===== src/rtl/cpeta_pkg.sv =====
// Shared definitions for the carry-predicting error-tolerant adder pipeline.
// Defaults match the classic 16-bit, split-9 adder.
package cpeta_pkg;

   localparam int N_DEF = 16;
   localparam int K_DEF = 9;
   localparam int UP_W  = N_DEF - K_DEF;
   localparam int MAX_W = 64;

   // Low-part approximation: XOR down to the first generate bit, then all ones.
   function automatic logic [MAX_W-1:0] cpeta_low(input logic [MAX_W-1:0] a,
                                                 input logic [MAX_W-1:0] b,
                                                 input int k);
      logic hit;
      cpeta_low = '0;
      hit = 1'b0;
      for (int i = MAX_W - 1; i >= 0; i--) begin
         if (i < k) begin
            if (a[i] & b[i]) hit = 1'b1;
            cpeta_low[i] = hit | (a[i] ^ b[i]);
         end
      end
   endfunction

endpackage


===== src/rtl/cpeta_lower.sv =====
// Combinational K-bit approximate low part plus predicted carry into the upper part.
module cpeta_lower
   import cpeta_pkg::*;
#(
   parameter int K = 9
) (
   input  logic [K-1:0] a,
   input  logic [K-1:0] b,
   output logic [K-1:0] lo,
   output logic         c_pred
);

   logic [MAX_W-1:0] lo_wide;
   logic             unused_hi;

   assign lo_wide   = cpeta_low({{(MAX_W-K){1'b0}}, a}, {{(MAX_W-K){1'b0}}, b}, K);
   assign lo        = lo_wide[K-1:0];
   assign unused_hi = ^lo_wide[MAX_W-1:K];
   assign c_pred    = a[K-1] & b[K-1];

endmodule


===== src/rtl/cpeta_pipe.sv =====
// Two-stage valid/ready CPETA adder with run-time exact mode.
// Define CPETA_ERR_MON_EN to build the shadow exact adder and error monitor.
module cpeta_pipe
   import cpeta_pkg::*;
#(
   parameter int N     = 16,
   parameter int K     = 9,
   parameter int ERR_W = 16
) (
   input  logic             clk,
   input  logic             rst_n,
   input  logic             in_valid,
   output logic             in_ready,
   input  logic [N-1:0]     a,
   input  logic [N-1:0]     b,
   input  logic             exact_mode,
   output logic             out_valid,
   input  logic             out_ready,
   output logic [N-1:0]     sum,
   output logic             cout,
   input  logic             err_clr,
   output logic [ERR_W-1:0] err_count,
   output logic [N:0]       err_max
);

   localparam int UW = N - K;

   typedef struct packed {
      logic         vld;
      logic         mode;
      logic [N-1:0] a;
      logic [N-1:0] b;
      logic [K-1:0] lo;
      logic         c_pred;
   } stage1_t;

   stage1_t      s1;
   logic         s2_vld;
   logic         s1_adv;
   logic [K-1:0] lo_c;
   logic         cp_c;
   logic [UW:0]  up_sum;
   logic [N:0]   full_sum;
   logic [N:0]   res;

   assign s1_adv    = !s2_vld | out_ready;
   assign in_ready  = !s1.vld | s1_adv;
   assign out_valid = s2_vld;

   cpeta_lower #(.K(K)) u_lower (
      .a      (a[K-1:0]),
      .b      (b[K-1:0]),
      .lo     (lo_c),
      .c_pred (cp_c)
   );

   always_ff @(posedge clk or negedge rst_n) begin
      if (!rst_n) begin
         s1 <= '0;
      end else if (in_ready) begin
         s1.vld <= in_valid;
         if (in_valid) begin
            s1.mode   <= exact_mode;
            s1.a      <= a;
            s1.b      <= b;
            s1.lo     <= lo_c;
            s1.c_pred <= cp_c;
         end
      end
   end

   assign up_sum   = {1'b0, s1.a[N-1:K]} + {1'b0, s1.b[N-1:K]} + {{UW{1'b0}}, s1.c_pred};
   assign full_sum = {1'b0, s1.a} + {1'b0, s1.b};
   assign res      = s1.mode ? full_sum : {up_sum, s1.lo};

   // Output registers only load real beats so a stalled result never changes.
   always_ff @(posedge clk or negedge rst_n) begin
      if (!rst_n) begin
         s2_vld <= 1'b0;
         sum    <= '0;
         cout   <= 1'b0;
      end else if (s1_adv) begin
         s2_vld <= s1.vld;
         if (s1.vld) {cout, sum} <= res;
      end
   end

`ifdef CPETA_ERR_MON_EN
   logic [N:0] s1_ex;
   logic [N:0] s2_ex;
   logic [N:0] approx;
   logic [N:0] diff;
   logic       xfer;

   always_ff @(posedge clk or negedge rst_n) begin
      if (!rst_n) begin
         s1_ex <= '0;
         s2_ex <= '0;
      end else begin
         if (in_ready && in_valid) s1_ex <= {1'b0, a} + {1'b0, b};
         if (s1_adv && s1.vld)     s2_ex <= s1_ex;
      end
   end

   assign xfer   = out_valid & out_ready;
   assign approx = {cout, sum};
   assign diff   = (approx >= s2_ex) ? (approx - s2_ex) : (s2_ex - approx);

   always_ff @(posedge clk or negedge rst_n) begin
      if (!rst_n) begin
         err_count <= '0;
         err_max   <= '0;
      end else if (err_clr) begin
         err_count <= '0;
         err_max   <= '0;
      end else if (xfer) begin
         if (diff != '0 && err_count != '1) err_count <= err_count + ERR_W'(1);
         if (diff > err_max) err_max <= diff;
      end
   end
`else
   logic unused_clr;
   assign unused_clr = err_clr;
   assign err_count  = '0;
   assign err_max    = '0;
`endif

endmodule

===== config.mk =====
export PLATFORM = sky130hd
export DESIGN_NAME = cpeta_pipe
export DESIGN_NICKNAME = d
export VERILOG_FILES = /design/src/rtl/cpeta_pkg.sv /design/src/rtl/cpeta_lower.sv /design/src/rtl/cpeta_pipe.sv
export SDC_FILE = /design/constraint.sdc
export NUM_CORES = 1
export LEC_CHECK = 0
export ABC_AREA = 1
export CAP_MARGIN = 25
export CORE_ASPECT_RATIO = 1.4
export CORE_UTILIZATION = 26
export CTS_BUF_LIST = sky130_fd_sc_hd__clkbuf_4
export CTS_CLUSTER_DIAMETER = 150
export DETAILED_ROUTE_END_ITERATION = 7
export GPL_ROUTABILITY_DRIVEN = 0
export PLACE_DENSITY = 0.56
export SYNTH_ARGS = -nofsm -noshare
export SYNTH_HDL_FRONTEND = slang
export SYNTH_SLANG_ARGS = --single-unit
export TNS_END_PERCENT = 30

===== constraint.sdc =====
create_clock -name clk -period 5.1 [get_ports clk]
set_input_delay 1.53 -clock clk [delete_from_list [all_inputs] [get_ports clk]]
set_output_delay 1.53 -clock clk [all_outputs]
set_load 0.01 [all_outputs]

==> metrics.md <==
| Metric | Value |
|---|---|
| First DRT Iteration DRCs | 230 |
| Worst-path clk slew | 0.08 ns |
| Ys async rst share | 100.0% |
| First-pass GRT wire length | 15570 µm |
| Setup-failing EPs final | 0 |
| CTS Buf Count | 9 |
| Least-Margin Pin Slew | 0.7680 ns |
| Worst Path Max Fanout | 3 |
| Hold WC Path Type | flop to flop |
| Crit-path leading delay family | buffers and inverters |
| Data required time of the critical path | 3.57 ns |
| Die Y | 145.1 µm |
| Area Overhead vs Synth | 18.25% |
| Post-synthesis sequential area ratio | 40.78% |
| Comb pwr share | 41.5% |
| Clock power share | 16.5% |
| Post-DRT Antenna Nets | 0 |
| Vias in the first global route | 3263 |
| Max-cap violation count | 0 |
| Net Sw Frac | 38.59% |
| Worst Path Buf+Inv | 3 |
| Detailed-placement wirelength estimate | 6782 µm |
| Clk Latency, worst-skew pair | 0.43 ns |
| Input/output buffers | 55 |
| Cells after Synth | 505 |
| Post-CTS sizing | 0 |
| YS warnings | 0 |
| Multi-input gate area | 1916 µm² |
| # rows | 51 |
| DR vias/cell | 4.316 |
| Pwr Density | 357.6 nW/µm² |
| Slew headroom | 48.75% |
| RSZ-0062 raised after global routing | false |
| Post-route cell area | 4499 µm² |
| Remaining Overflow, GRT | 0 |
| CTS max path bufs | 2 |
| Sw Pwr | 0.0006209 W |
| Fmax | 0.2362 GHz |
| Setup WS post-layout | 0.8659 ns |
| Status | finished, final reports clean |
| CP max stage delay | 0.56 ns |
| Worst Path Class, Setup | input pin to primary output |
| Post-synthesis register bit count | 62 |
| Max stage delay cell, worst path | clkdlybuf4s50_1 |
| Arrival time worst endpoint | 2.70 ns |
| Pint | 0.0009879 W |
| Vias | 3228 |
| Final Max Slew Viols | 0 |
| Static leakage | 2.297 nW |
| CTS tree | built |
| H-tree levels | 3 |
| Gr usage total | 13.00% |
| Clk sinks | 62 |
| IO Pins | 90 |
| Filler cells | 1547 |
| Most common cell after layout, fill and taps aside | nand2_1 |
| Layout cells sized above 1 | 4.448% |
| Root Driver | clkbuf_4 |
| Pre-CTS setup slack | 0.8561 ns |
| Die Wd | 104.2 µm |
| CP cell instances | clkdlybuf4s50_1 -> inv_1 -> nand3_1 -> clkdlybuf4s50_1 |
| Synthesized area | 3805 µm² |
| FF+latch area | 1551 µm² |
| Avg Cell Area, Syn | 7.534 µm² |
| CP startpoint kind | input pin |
| Area after DPL | 4405 µm² |
| Worst path most repeated cell | clkdlybuf4s50_1 |
| Clock skew | 0.01995 ns |
| # DRC | 0 |
| Max IR drop VDD | 0.09373 mV |
| Core area | 14100 µm² |
| Number of antenna violations at the first check in global routing | 1 |
| Postcts setup bufs | 0 |
| Die area | 15130 µm² |
| Commonest non-fill, non-tap cells in the layout | 195 x nand2_1, 62 x dfrtp_1, 54 x clkdlybuf4s50_1, 36 x inv_1, 36 x nor2_1 |
| Crit. End Element | primary output |
| Fin. Hold Viols | 0 |
| Top_reg_cell synth | dfrtp_1 |
| CTS Hold Bufs | 0 |
| Layout net count | 624 |
| Total Neg Setup Slack | 0 ns |
| Period Utilization, post-route | 83.02% |
| Drt total wl | 8982 µm |
| Number of flops mapped to enable cells by yosys | 0 |
| Distinct cell type count after synthesis | 35 |
| Largest net degree at the start of global routing | 45 |
| Pre-antenna DRT Iters | 4 |
| Overall power | 0.001609 W |
| Crit path time final | 4.234 ns |
| Initial Util | 26.98% |
| Flop pwr share | 42.0% |
| DR WL/cell | 12.01 µm |
[routing by layer]
layer	track usage, %	wire length, µm
met5	0	0
met4	6.857	204
met3	2.066	414
met2	23.10	4620
met1	14.83	3743
[flip-flops by register name, indices dropped and copies added, names as in the netlist]
register / cells
out_valid: 1
s1: 44
sum: 16
cout: 1
[power groups by stage]
stage	Combinational [W]	Sequential [W]	Clock (W)
6_report	0.000668	0.000675	0.000266
4_1_cts	0.000675	0.000680	0.000278
3_5_place_dp	0.000672	0.000689	0
2_1_floorplan	0.000405	0.000694	0
3_3_place_gp	0.000666	0.000682	0
5_1_grt	0.000759	0.000693	0.000300
[metrics by stage]
step | hold slack [ns] | cells | util, %
2_1_floorplan | 0.4492 | 537 | -
3_3_place_gp | 0.4662 | 733 | 31.24
6_report | 0.4852 | 748 | 31.90
3_5_place_dp | 0.4679 | 733 | 31.24
5_1_grt | 0.5176 | 748 | 31.90
4_1_cts | 0.4931 | 747 | 31.89
[worst reg2reg max path, stage by stage (launching register included)]
cell and delay (ns):
dfrtp_1 0.70, inv_1 0.53, nor2_1 0.20, o21ai_0 0.10, nor2_1 0.10, nand2_1 0.07
nand2_1 0.06, nand2_1 0.05, nand3_1 0.06, nand2_1 0.06
[cells by family after synthesis]
family / count (synthesis) / synth area share (%)
fa+ha+maj: 27 / 9.471
buf+inv: 85 / 12.04
simple gates: 272 / 29.14
compound gates: 55 / 7.794
xor+xnor: 3 / 0.6907
flops: 62 / 40.78
other cells: 1 / 0.09856
[cell type report]
type                            count  area share (%)
Multi-Input combinational cell    390           42.58
Timing Repair Buffer               57           12.46
Sequential cell                    62           34.48
Tap cell                          185           5.145
Inverter                           39           3.254
Antenna cell                        1         0.05562
Clock inverter                      4          0.3615
Clock buffer                       10           1.669
[worst paths after layout]
path                       depth (start not counted)             endpoint  slack, ns           startpoint
max                                                4             in_ready       0.87            out_ready
min                                                2  sum[11]$_DFFE_PN0P_       0.49  sum[11]$_DFFE_PN0P_
max reg2reg                                        9  sum[13]$_DFFE_PN0P_       3.07   s1[42]$_DFFE_PN0P_
min reg2reg                                        2  sum[11]$_DFFE_PN0P_       0.49  sum[11]$_DFFE_PN0P_
max in group asynchronous                          2  sum[12]$_DFFE_PN0P_       3.06                rst_n
min in group asynchronous                          1   sum[3]$_DFFE_PN0P_       1.13                rst_n
[cells in the mapped netlist, drive strengths merged (2+ instances only)]
library cell,instances,area [µm²]
a21oi,30,150.1
a31oi,3,18.77
and2,2,12.51
buf,45,307.8
dfrtp,62,1551
fa,3,60.06
ha,24,300.3
inv,38,142.6
nand2,198,750.7
nand3,25,125.1
nor2,38,152.6
nor3,3,15.01
o21ai,18,93.84
o21bai,2,18.77
or2,3,18.78
xor2,2,17.52
No activity file was read; power rests on OpenSTA's default activity.
